===== src/rtl/fetch_stage.sv =====
// Instruction-fetch stage: owns the PC, runs a hold-until-resp imem handshake,
// absorbs downstream stalls and EX redirects, and writes the IF/ID register.
module fetch_stage #(
    parameter logic [31:0] PC_RESET = 32'h6000_0000
) (
    input  logic        clk,
    input  logic        rst,
    output logic [31:0] imem_address,
    output logic        imem_read,
    input  logic [31:0] imem_rdata,
    input  logic        imem_resp,
    input  logic        stall_i,
    input  logic        redirect_i,
    input  logic [31:0] redirect_pc_i,
    output logic        if_id_valid,
    output logic [31:0] if_id_pc,
    output logic [31:0] if_id_instr,
    output logic [6:0]  if_id_opcode,
    output logic [2:0]  if_id_funct3,
    output logic [6:0]  if_id_funct7
);

    typedef enum logic [1:0] {
        FETCH   = 2'd0,
        DISCARD = 2'd1,
        HOLD    = 2'd2
    } state_t;

    typedef struct packed {
        logic        valid;
        logic [31:0] pc;
        logic [31:0] instr;
    } if_id_t;

    state_t      state_q, state_d;
    logic [31:0] req_pc_q, req_pc_d;
    logic [31:0] tgt_pc_q, tgt_pc_d;
    logic [31:0] buf_q, buf_d;
    if_id_t      if_id_q, if_id_d;

    logic [31:0] target;
    logic [31:0] req_next;

    assign target   = {redirect_pc_i[31:2], 2'b00};
    assign req_next = req_pc_q + 32'd4;

    assign imem_read    = (state_q == FETCH || state_q == DISCARD) && !rst;
    assign imem_address = req_pc_q;

    assign if_id_valid  = if_id_q.valid;
    assign if_id_pc     = if_id_q.pc;
    assign if_id_instr  = if_id_q.instr;
    assign if_id_opcode = if_id_q.instr[6:0];
    assign if_id_funct3 = if_id_q.instr[14:12];
    assign if_id_funct7 = if_id_q.instr[31:25];

    // Next-state: redirect beats stall, stall beats normal advance.
    always_comb begin
        state_d  = state_q;
        req_pc_d = req_pc_q;
        tgt_pc_d = tgt_pc_q;
        buf_d    = buf_q;
        if_id_d  = if_id_q;
        if (redirect_i) begin
            if_id_d.valid = 1'b0;
            unique case (state_q)
                FETCH: begin
                    if (imem_resp) begin
                        req_pc_d = target;
                    end else begin
                        tgt_pc_d = target;
                        state_d  = DISCARD;
                    end
                end
                DISCARD: begin
                    tgt_pc_d = target;
                    if (imem_resp) begin
                        req_pc_d = target;
                        state_d  = FETCH;
                    end
                end
                HOLD: begin
                    req_pc_d = target;
                    state_d  = FETCH;
                end
                default: state_d = FETCH;
            endcase
        end else begin
            unique case (state_q)
                FETCH: begin
                    if (imem_resp) begin
                        if (stall_i) begin
                            buf_d   = imem_rdata;
                            state_d = HOLD;
                        end else begin
                            if_id_d  = '{1'b1, req_pc_q, imem_rdata};
                            req_pc_d = req_next;
                        end
                    end else if (!stall_i) begin
                        if_id_d.valid = 1'b0;
                    end
                end
                DISCARD: begin
                    if (imem_resp) begin
                        req_pc_d = tgt_pc_q;
                        state_d  = FETCH;
                    end
                    if (!stall_i) begin
                        if_id_d.valid = 1'b0;
                    end
                end
                HOLD: begin
                    if (!stall_i) begin
                        if_id_d  = '{1'b1, req_pc_q, buf_q};
                        req_pc_d = req_next;
                        state_d  = FETCH;
                    end
                end
                default: state_d = FETCH;
            endcase
        end
    end

    // State, PC and IF/ID registers with asynchronous reset.
    always_ff @(posedge clk or posedge rst) begin
        if (rst) begin
            state_q  <= FETCH;
            req_pc_q <= PC_RESET;
            tgt_pc_q <= '0;
            buf_q    <= '0;
            if_id_q  <= '0;
        end else begin
            state_q  <= state_d;
            req_pc_q <= req_pc_d;
            tgt_pc_q <= tgt_pc_d;
            buf_q    <= buf_d;
            if_id_q  <= if_id_d;
        end
    end

endmodule


===== config.mk =====
export PLATFORM = sky130hd
export DESIGN_NAME = fetch_stage
export DESIGN_NICKNAME = d
export VERILOG_FILES = /design/src/rtl/fetch_stage.sv
export SDC_FILE = /design/constraint.sdc
export NUM_CORES = 1
export LEC_CHECK = 0
export CORE_MARGIN = 4
export CORE_UTILIZATION = 45
export DETAILED_ROUTE_END_ITERATION = 10
export PLACE_DENSITY = 0.74
export SLEW_MARGIN = 10
export SYNTH_ARGS = -nofsm -noshare
export SYNTH_HDL_FRONTEND = slang
export SYNTH_SLANG_ARGS = --single-unit

===== constraint.sdc =====
create_clock -name clk -period 10.7 [get_ports clk]
set_input_delay 2.14 -clock clk [delete_from_list [all_inputs] [get_ports clk]]
set_output_delay 2.14 -clock clk [all_outputs]
set_load 0.05 [all_outputs]

## After elaboration in Yosys (flattened, before gate mapping)

Index checks and enable logic that the tools add are counted.

| storage, ports and cells | value |
|---|---|
| flip-flop bits (word level) | 163 |
| input bits | 69 |
| output and inout port bits | 115 |
| logic and storage cells | 62 |

| cells by class | value |
|---|---|
| add/subtract/negate cells | 1 |
| eq/ne operators | 14 |
| muxes and demuxes | 25 |
| bitwise gates (word level) | 1 |
| reductions and logical operators | 14 |

Operator list:

| cell | count |
|---|---|
| $mux 32 | 6 |
| $mux 65 | 2 |
| $pmux 32 s2 | 2 |
| $pmux 64 s2 | 1 |
| $pmux 32 s3 | 1 |
| $mux 64 | 1 |
| $add 32x3->32 const B | 1 |
| $ne 3x3->1 const B | 6 |
| $mux 2 | 6 |
| $reduce_and 5->1 | 2 |
| $ne 2x2->1 const B | 4 |
| $reduce_and 4->1 | 2 |
| $pmux 2 s3 | 1 |
| $reduce_and 3->1 | 2 |
| $ne 4x4->1 const B | 1 |
| $pmux 2 s2 | 1 |
| $reduce_bool 2->1 | 2 |
| $reduce_bool 4->1 | 1 |
| $mux 1 | 3 |
| $ne 3x2->1 const B | 1 |
| $pmux 1 s3 | 1 |
| $eq 2x1->1 const B | 1 |
| $eq 2x2->1 const B | 1 |
| $logic_not 2->1 | 1 |
| other kinds (5) | 5 |

## Longest topological paths before layout

Gate-level depths: netlist (run 1).

| logic depth | value |
|---|---|
| depth in word-level cells | 5 |
| depth in mapped cells | 10 |
| depth with buffers taken out | 7 |

## Least setup slack after synthesis (run 1)

No wires, ideal clock.

| timing | value |
|---|---|
| path type | input to output |
| start | input port rst |
| end | output port imem_read |
| data arrival time | 2.794 ns |
| data required time | 8.560 ns |
| path slack | 5.766 ns |
| stages | 1 |
| path buffers | 0 |
| cells stage by stage | nor2_1 |

| between the ends | value |
|---|---|
| cells in the longest elaborated chain, start to end | 2 |

Ends and longest elaborated chain:

| item | line | source |
|---|---|---|
| start, declared | 7 | `input logic rst,` |
| $logic_not 1->1 (no source line) | n/a |  |
| $logic_and 1x1->1 | 47 | `assign imem_read = (state_q == FETCH \|\| state_q == DISCARD) && !rst;` |
| end, declared | 9 | `output logic imem_read,` |

Every way passes these cells.

## Worst setup path after layout (run 1)

Ends and elaborated chain as after synthesis.

==> tab_implementation.tex, run 1 <==
\begin{tabular}{lr}
\hline
Metric & Value \\
\hline
\multicolumn{2}{l}{\textbf{Timing}} \\
Fmax achieved & 175 MHz \\
Endpoints failing hold & 0 \\
Slew at the pin closest to its max-slew limit & 1.11 ns \\
Final Critical Period & 5.70 ns \\
Final setup skew & 0.00795 ns \\
Headroom to the max-slew limit & 25.9\% \\
Total negative slack for setup checks & 0 ns \\
Final worst-path cycle share & 53.3\% \\
Unrepaired setup endpoints after global routing & no \\
Pins over their slew limit & 0 \\
Final setup violating endpoints & 0 \\
Post-route worst hold slack & 0.476 ns \\
\multicolumn{2}{l}{\textbf{Outcome}} \\
Status & finished, final reports clean \\
\multicolumn{2}{l}{\textbf{Pwr}} \\
LEAKAGE & $\sim$4.1 nW \\
Total power & $\sim$3.7 mW \\
Worst IR drop on VDD & 0.000205 V \\
Power Dens Cells & 368 mW/mm² \\
\multicolumn{2}{l}{\textbf{CTS}} \\
Clock latency reported for the late side of the worst-skew pair & $\sim$0.42 ns \\
Hold-fix buffers at CTS & 0 \\
Master cell of the clock root buffer & sky130\_fd\_sc\_hd\_\_clkbuf\_16 \\
H-tree lvl count & 4 \\
Post CTS Setup Buffer Count & 0 \\
Number of instances resized during post-cts repair & 0 \\
TritonCTS buffer count & 17 \\
Clock net sink count & approximately 160 \\
Clock edge transition at the registers on the reported setup and hold paths & approximately 0.060 ns \\
Clock tree from TritonCTS & built \\
Maximum clock path buffer count & 2 \\
\multicolumn{2}{l}{\textbf{Routing}} \\
Via-per-instance ratio & 5.59 \\
Total routed wirelength & 18,900 µm \\
Starting DRC count in detailed routing & 358 \\
DRC violations left & 0 \\
Routed length per instance & 17.8 µm \\
Number of vias after detailed routing & between 5,000 and 6,000 \\
Initial DRT Pass Iterations & 5 \\
Number of nets still failing antenna checks after routing & 0 \\
\multicolumn{2}{l}{\textbf{Critical path}} \\
CP Data Arrival Time & 3.56 ns \\
Required time reported for the critical path endpoint & $\sim$8.6 ns \\
Maximum cell stage delay along the critical path & 0.81 ns \\
Biggest fanout along the worst timing path & 2 \\
Buffers plus inverters on the worst setup path & 2 \\
Ordered cell list for the critical path & clkdlybuf4s50\_1 > nor2\_1 > clkdlybuf4s50\_1 \\
Minimum setup slack among reg-to-reg paths & $\sim$7.6 ns \\
Type of the worst setup path & in -> out \\
Crit path max-delay family & buffers and inverters \\
Crit-path slowest cell & sky130\_fd\_sc\_hd\_\_clkdlybuf4s50\_1 \\
Kind of start point of the critical path & input port \\
CP Capture Type & output pin \\
Critical Path Most Common Cell & sky130\_fd\_sc\_hd\_\_clkdlybuf4s50\_1 \\
\multicolumn{2}{l}{\textbf{Placed design}} \\
Sum of net half-perimeters after detailed placement & 12,500 µm \\
Routability congestion estimate from global placement & 0.795 \\
Placed cell areas & between 0.009 and 0.01 mm² \\
Number of buffers added on ports & roughly 180 \\
\multicolumn{2}{l}{\textbf{Global routing}} \\
Maximum number of pins on one net before global-route repair & 99 \\
Vias in the first global route & about 6,100 \\
GRT Resource Usage Total & 20.0\% \\
Wire length of the first global-routing pass & roughly 31,000 µm \\
Antenna violations before repair & 0 \\
Total grt overflow & 0 \\
\multicolumn{2}{l}{\textbf{Yosys}} \\
Mean cell area of the mapped netlist & 11.0 µm² \\
Number of distinct library cells after synthesis & between 60 and 70 \\
Ys flop type & sky130\_fd\_sc\_hd\_\_dfrtp\_1 \\
Post-synthesis sequential area ratio & 51.6\% \\
EDFF count, synth & 0 \\
Number of synthesis warnings & 0 \\
Post-synthesis cell area & 0.00762 mm² \\
Gate count of the mapped netlist & 691 \\
Number of register bits inferred by synthesis & $\sim$160 \\
Share of synthesized registers carrying an async set or reset & 100\% \\
\multicolumn{2}{l}{\textbf{Floorplanning}} \\
Core Region & 0.0166 mm² \\
Row count & 47 \\
Boundary pin count & 184 \\
Starting density of the core & a little under half \\
Vertical die dimension & 138 µm \\
Die width & 138 µm \\
Die ar. & between 0.015 and 0.02 mm² \\
\multicolumn{2}{l}{\textbf{Finish}} \\
Design area & 0.00999 mm² \\
Post-route core utilization & 60.2\% \\
Inserted Diodes & 0 \\
Fraction of layout cells with a size suffix above 1 & 17.0\% \\
Synthesis-to-finish area growth & 31.1\% \\
Count of filler cells inserted in the layout & between 1,000 and 1,500 \\
Post-layout nets & 901 \\
\multicolumn{2}{l}{\textbf{Worst hold path}} \\
Hold Path Class & reg -> reg \\
\multicolumn{2}{l}{\textbf{Run}} \\
Max-cap check violation count & 0 \\
\hline
\end{tabular}
## placed cells by master, fill, tap and decap left out, types with 6 or more instances in the layout
cell type,instances
sky130_fd_sc_hd__o21ai_0,68
sky130_fd_sc_hd__nand2b_1,6
sky130_fd_sc_hd__mux2_2,88
sky130_fd_sc_hd__clkbuf_16,17
sky130_fd_sc_hd__a21oi_1,21
sky130_fd_sc_hd__mux2i_1,38
sky130_fd_sc_hd__o2bb2ai_1,9
sky130_fd_sc_hd__dfrtp_1,155
sky130_fd_sc_hd__buf_4,8
sky130_fd_sc_hd__nand3_1,13
sky130_fd_sc_hd__nor2_1,30
sky130_fd_sc_hd__nand4_1,8
sky130_fd_sc_hd__nor3_1,7
sky130_fd_sc_hd__inv_1,10
sky130_fd_sc_hd__xnor2_1,8
sky130_fd_sc_hd__nand2_1,68
sky130_fd_sc_hd__clkdlybuf4s50_1,177
## cell type report
cell class	instances	area (µm²)	share of cell area (%)
Clock buffer	19	453	4.54
Clock inverter	13	140	1.40
Inverter	11	46.3	0.464
Multi-Input combinational cell	456	3310	33.1
Sequential cell	157	3930	39.4
Tap cell	220	275	2.76
Timing Repair Buffer	185	1830	18.3
## Yosys cell counts, types with 7 or more instances
library cell | instances | area (µm²)
sky130_fd_sc_hd__a21oi_1 | 22 | 110
sky130_fd_sc_hd__xnor2_1 | 8 | 70.1
sky130_fd_sc_hd__inv_1 | 11 | 41.3
sky130_fd_sc_hd__dfrtp_1 | 155 | 3880
sky130_fd_sc_hd__nor3_1 | 7 | 35.0
sky130_fd_sc_hd__nor2_1 | 30 | 113
sky130_fd_sc_hd__buf_2 | 11 | 55.1
sky130_fd_sc_hd__nand2_1 | 68 | 255
sky130_fd_sc_hd__buf_1 | 8 | 30.0
sky130_fd_sc_hd__o2bb2ai_1 | 9 | 78.8
sky130_fd_sc_hd__clkbuf_1 | 28 | 105
sky130_fd_sc_hd__nand4_1 | 8 | 50.1
sky130_fd_sc_hd__mux2i_1 | 38 | 380
sky130_fd_sc_hd__o21ai_0 | 68 | 340
sky130_fd_sc_hd__nand3_1 | 13 | 65.1
sky130_fd_sc_hd__buf_4 | 23 | 173
sky130_fd_sc_hd__mux2_2 | 88 | 991
## routing by layer
layer  share of wire (%)  vias up  track usage (%)
met5                   0        -                0
met4                 2.6        0             8.42
met3                 5.6       39             4.28
met2                  48      211             32.8
met1                  43     2938             25.8
li1                    -     2745                -
## registers in the layout, indices dropped and copies added, names as in the netlist
| signal | cells |
|---|---|
| if_id_pc | 30 |
| imem_address | 30 |
| if_id_instr | 32 |
| if_id_valid | 1 |
| tgt_pc_q | 30 |
| state_q | 2 |
| buf_q | 32 |
## final timing paths
check,from,end,cells after the start
max,rst,imem_read,3
min reg2reg,if_id_pc[2],if_id_pc[2],2
min in group asynchronous,rst,if_id_pc[7],2
max reg2reg,state_q[0],imem_address[21],8
max in group asynchronous,rst,if_id_instr[26],3
min,if_id_pc[2],if_id_pc[2],2
## power by group
group	internal [mW]	switching (mW)	leakage (nW)
registers	0.891	0.236	1.89
clock network	0.357	0.245	0.293
logic	0.725	1.22	1.94
total	1.97	1.70	4.12
## cell families after synthesis
family	Yosys count	share of synthesized area [%]
multiplexers	126	18.0
other	1	0.0492
buffers and inverters	81	5.30
flip-flops	157	51.6
AO/OA/AOI/OAI	148	12.3
XOR/XNOR	9	1.03
AND/OR/NAND/NOR	165	11.1
adder cells (fa/ha/maj)	4	0.657
## through the flow
stage               setup WS, ns  std cells
global route                4.94       1061
finish                      5.00       1061
global placement            4.98       1029
detailed placement          4.98       1029
CTS                         4.98       1061
floorplan                   4.33        694
## worst reg2reg max path, delay by kind of cell (launching register included)
family          cells  cell delay [ns]
compound gates      3             1.36
simple gates        2             0.70
flops               1             0.38
buf+inv             2             0.38
fa+ha+maj           1             0.17
Power figures use the tool's default switching activity.
==> run 2, diff against run 1 <==
Clock period 10.7 ns to 6 ns, I/O delays scaled along.
==> tab_implementation.tex, run 2 (synthesis results as in run 1) <==
\begin{tabular}{lr}
\hline
Metric & Value \\
\hline
\multicolumn{2}{l}{\textbf{Outcome}} \\
Status & finished, final reports clean \\
\multicolumn{2}{l}{\textbf{CTS}} \\
Clock edge transition at the registers on the reported setup and hold paths & 0.06 ns (about the same) \\
Clock latency reported for the late side of the worst-skew pair & 0.42 ns (about the same) \\
Hold-fix buffers at CTS & 0 (unchanged) \\
Master cell of the clock root buffer & sky130\_fd\_sc\_hd\_\_clkbuf\_16 \\
TritonCTS buffer count & 17 (unchanged) \\
Clock net sink count & 157 (unchanged) \\
Clock tree from TritonCTS & built \\
Maximum clock path buffer count & 2 (unchanged) \\
Number of instances resized during post-cts repair & 0 (unchanged) \\
Post CTS Setup Buffer Count & 0 (unchanged) \\
H-tree lvl count & 4 (unchanged) \\
\multicolumn{2}{l}{\textbf{Timing}} \\
Final Critical Period & 3.83 ns \\
Headroom to the max-slew limit & 21.3\% (-4.7 points) \\
Unrepaired setup endpoints after global routing & no \\
Slew at the pin closest to its max-slew limit & 1.18 ns (+0.0699 ns) \\
Total negative slack for setup checks & 0 ns (unchanged) \\
Final worst-path cycle share & 63.9\% \\
Fmax achieved & 261 MHz \\
Endpoints failing hold & 0 (unchanged) \\
Pins over their slew limit & 0 (unchanged) \\
Final setup skew & 0.0154 ns (+0.00743 ns) \\
Final setup violating endpoints & 0 (unchanged) \\
\multicolumn{2}{l}{\textbf{Floorplanning}} \\
Die width & 138 µm (unchanged) \\
Core Region & 0.0166 mm² (unchanged) \\
Boundary pin count & 184 (unchanged) \\
Vertical die dimension & 138 µm (unchanged) \\
Die ar. & 0.0191 mm² (unchanged) \\
Starting density of the core & 45.9\% (unchanged) \\
Row count & 47 (unchanged) \\
\multicolumn{2}{l}{\textbf{Pwr}} \\
Power Dens Cells & 664 mW/mm² (+81\%) \\
Switch Pwr & 3.07 mW (+80\%) \\
Clock power frac & 17.5\% (+1.1 points) \\
Worst IR drop on VDD & 0.000368 V (+79\%) \\
Total internal power & 3.61 mW (+83\%) \\
Sequential power share & 30.2\% (-0.5 points) \\
LEAKAGE & 4.13 nW (+0.30\%) \\
Switching portion of total power & 45.9\% (-0.38 points) \\
Share of power burned in combinational logic & 52.3\% (-0.7 points) \\
\multicolumn{2}{l}{\textbf{Critical path}} \\
Type of the worst setup path & in -> out \\
Worst reg-to-reg path cell count & 8 (unchanged) \\
Buffers plus inverters on the worst setup path & 2 (unchanged) \\
Crit path max-delay family & buffers and inverters \\
Required time reported for the critical path endpoint & 4.80 ns (-3.76 ns) \\
Critical Path Most Common Cell & sky130\_fd\_sc\_hd\_\_clkdlybuf4s50\_1 \\
Start of the worst register-to-register path & state\_q[0] \\
Kind of start point of the critical path & input port \\
Ordered cell list for the critical path & clkdlybuf4s50\_1 > nor2\_1 > clkdlybuf4s50\_1 \\
Crit-path slowest cell & sky130\_fd\_sc\_hd\_\_clkdlybuf4s50\_1 \\
Minimum setup slack among reg-to-reg paths & 2.91 ns (-4.68 ns) \\
CP Capture Type & output pin \\
Maximum cell stage delay along the critical path & 0.81 ns (about the same) \\
Biggest fanout along the worst timing path & 2 (unchanged) \\
Launch point of the worst path & rst \\
Number of logic stages on the critical path including buffering & 3 (unchanged) \\
CP Data Arrival Time & 2.63 ns (-0.93 ns) \\
\multicolumn{2}{l}{\textbf{Routing}} \\
Number of nets still failing antenna checks after routing & 0 (unchanged) \\
Initial DRT Pass Iterations & 5 (unchanged) \\
Via-per-instance ratio & 5.59 (-0.10\%) \\
Starting DRC count in detailed routing & 383 (+7.0\%) \\
Number of vias after detailed routing & 5,938 (+0.084\%) \\
Routed length per instance & 18.2 µm (+1.9\%) \\
Total routed wirelength & 19,300 µm (+2.1\%) \\
DRC violations left & 0 (unchanged) \\
\multicolumn{2}{l}{\textbf{Worst hold path}} \\
Hold Path Class & reg -> reg \\
Origin of the worst min-delay path & if\_id\_instr[9] \\
Worst hold path stage count & 2 (unchanged) \\
\multicolumn{2}{l}{\textbf{Global routing}} \\
Antenna violations before repair & 1 (+1) \\
GRT Resource Usage Total & 20.0\% (about the same) \\
Total grt overflow & 0 (unchanged) \\
Maximum number of pins on one net before global-route repair & 99 (unchanged) \\
Vias in the first global route & 6,228 (+2.7\%) \\
Wire length of the first global-routing pass & 31,400 µm (+0.44\%) \\
\multicolumn{2}{l}{\textbf{Finish}} \\
Post-layout nets & 902 (+0.11\%) \\
Commonest cells after routing, fill and taps aside & sky130\_fd\_sc\_hd\_\_clkdlybuf4s50\_1 (177), sky130\_fd\_sc\_hd\_\_dfrtp\_1 (155), sky130\_fd\_sc\_hd\_\_mux2\_2 (88) \\
Design area & 0.0100 mm² (+0.61\%) \\
Most common cell after layout, fill and taps aside & sky130\_fd\_sc\_hd\_\_clkdlybuf4s50\_1 \\
Synthesis-to-finish area growth & 31.9\% \\
Fraction of layout cells with a size suffix above 1 & 17.1\% (+0.099 points) \\
Count of filler cells inserted in the layout & 1,347 (-0.074\%) \\
\multicolumn{2}{l}{\textbf{Run}} \\
Max-cap check violation count & 0 (unchanged) \\
\multicolumn{2}{l}{\textbf{Placed design}} \\
Sum of net half-perimeters after detailed placement & 12,800 µm (+1.8\%) \\
Routability congestion estimate from global placement & 0.827 (+4.0\%) \\
Number of buffers added on ports & 177 (unchanged) \\
Placed cell areas & 0.00940 mm² (about the same) \\
\hline
\end{tabular}
run 2: cell count changes in the layout (fill, tap and decap cells not counted), moves of 2 or more:
| cell | before | now |
|---|---|---|
| sky130_fd_sc_hd__clkinv_2 | 4 | 0 |
| sky130_fd_sc_hd__clkinvlp_4 | 1 | 4 |
| sky130_fd_sc_hd__bufinv_16 | 2 | 4 |
| sky130_fd_sc_hd__clkinv_4 | 4 | 2 |
run 2: area by class of cell:
| type | count | area [µm²] | area share (%) |
|---|---|---|---|
| tap | 220 | 275 | 2.74 |
| antenna | 1 | 2.50 | 0.0249 |
| clock inverter | 14 | 205 | 2.04 |
| multi-input combinational | 456 | 3310 | 32.9 |
| clock buffer | 18 | 439 | 4.37 |
| timing repair buffer | 186 | 1840 | 18.3 |
| sequential | 157 | 3930 | 39.1 |
| inverter | 11 | 46.3 | 0.461 |
run 2: metal layers:
| metal | wire (µm) | GRT usage, % |
|---|---|---|
| met5 | 0 | 0 |
| met4 | 396 | 7.18 |
| met1 | 8510 | 25.9 |
| met3 | 1080 | 4.70 |
| met2 | 9330 | 33.0 |
run 2: final timing paths:
check,end
max,imem_read
min,if_id_instr[9]
max reg2reg,imem_address[2]
min reg2reg,if_id_instr[9]
max in group asynchronous,if_id_instr[14]
min in group asynchronous,tgt_pc_q[6]
run 2: metrics by stage:
stage / instances / hold WS, ns / util [%] / power [mW] / worst slack, ns
6_report: 1063 / 0.482 / 60.6 / 6.68 / 2.17
5_1_grt: 1063 / 0.502 / 60.6 / 7.03 / 2.12
4_1_cts: 1062 / 0.488 / 60.6 / 6.71 / 2.16
3_5_place_dp: 1030 / 0.471 / 56.7 / 5.52 / 2.16
3_3_place_gp: 1030 / 0.463 / 56.7 / 5.41 / 2.17
2_1_floorplan: 694 / 0.470 / - / 4.46 / 0.568
run 2: tightest hold or removal path: cells and delay by family (launching register included):
family / cells / cell delay (ns)
AOI/OAI and AO/OA: 1 / 0.06
DFF: 1 / 0.35
and+or+nand+nor: 1 / 0.05
run 2: power by group through the flow:
stage	registers, mW	logic [mW]	clock network (mW)
finish	2.01	3.49	1.17
global route	2.08	3.70	1.24
CTS	2.01	3.51	1.19
detailed placement	2.02	3.50	0
global placement	1.98	3.42	0
floorplan	2.95	1.51	0
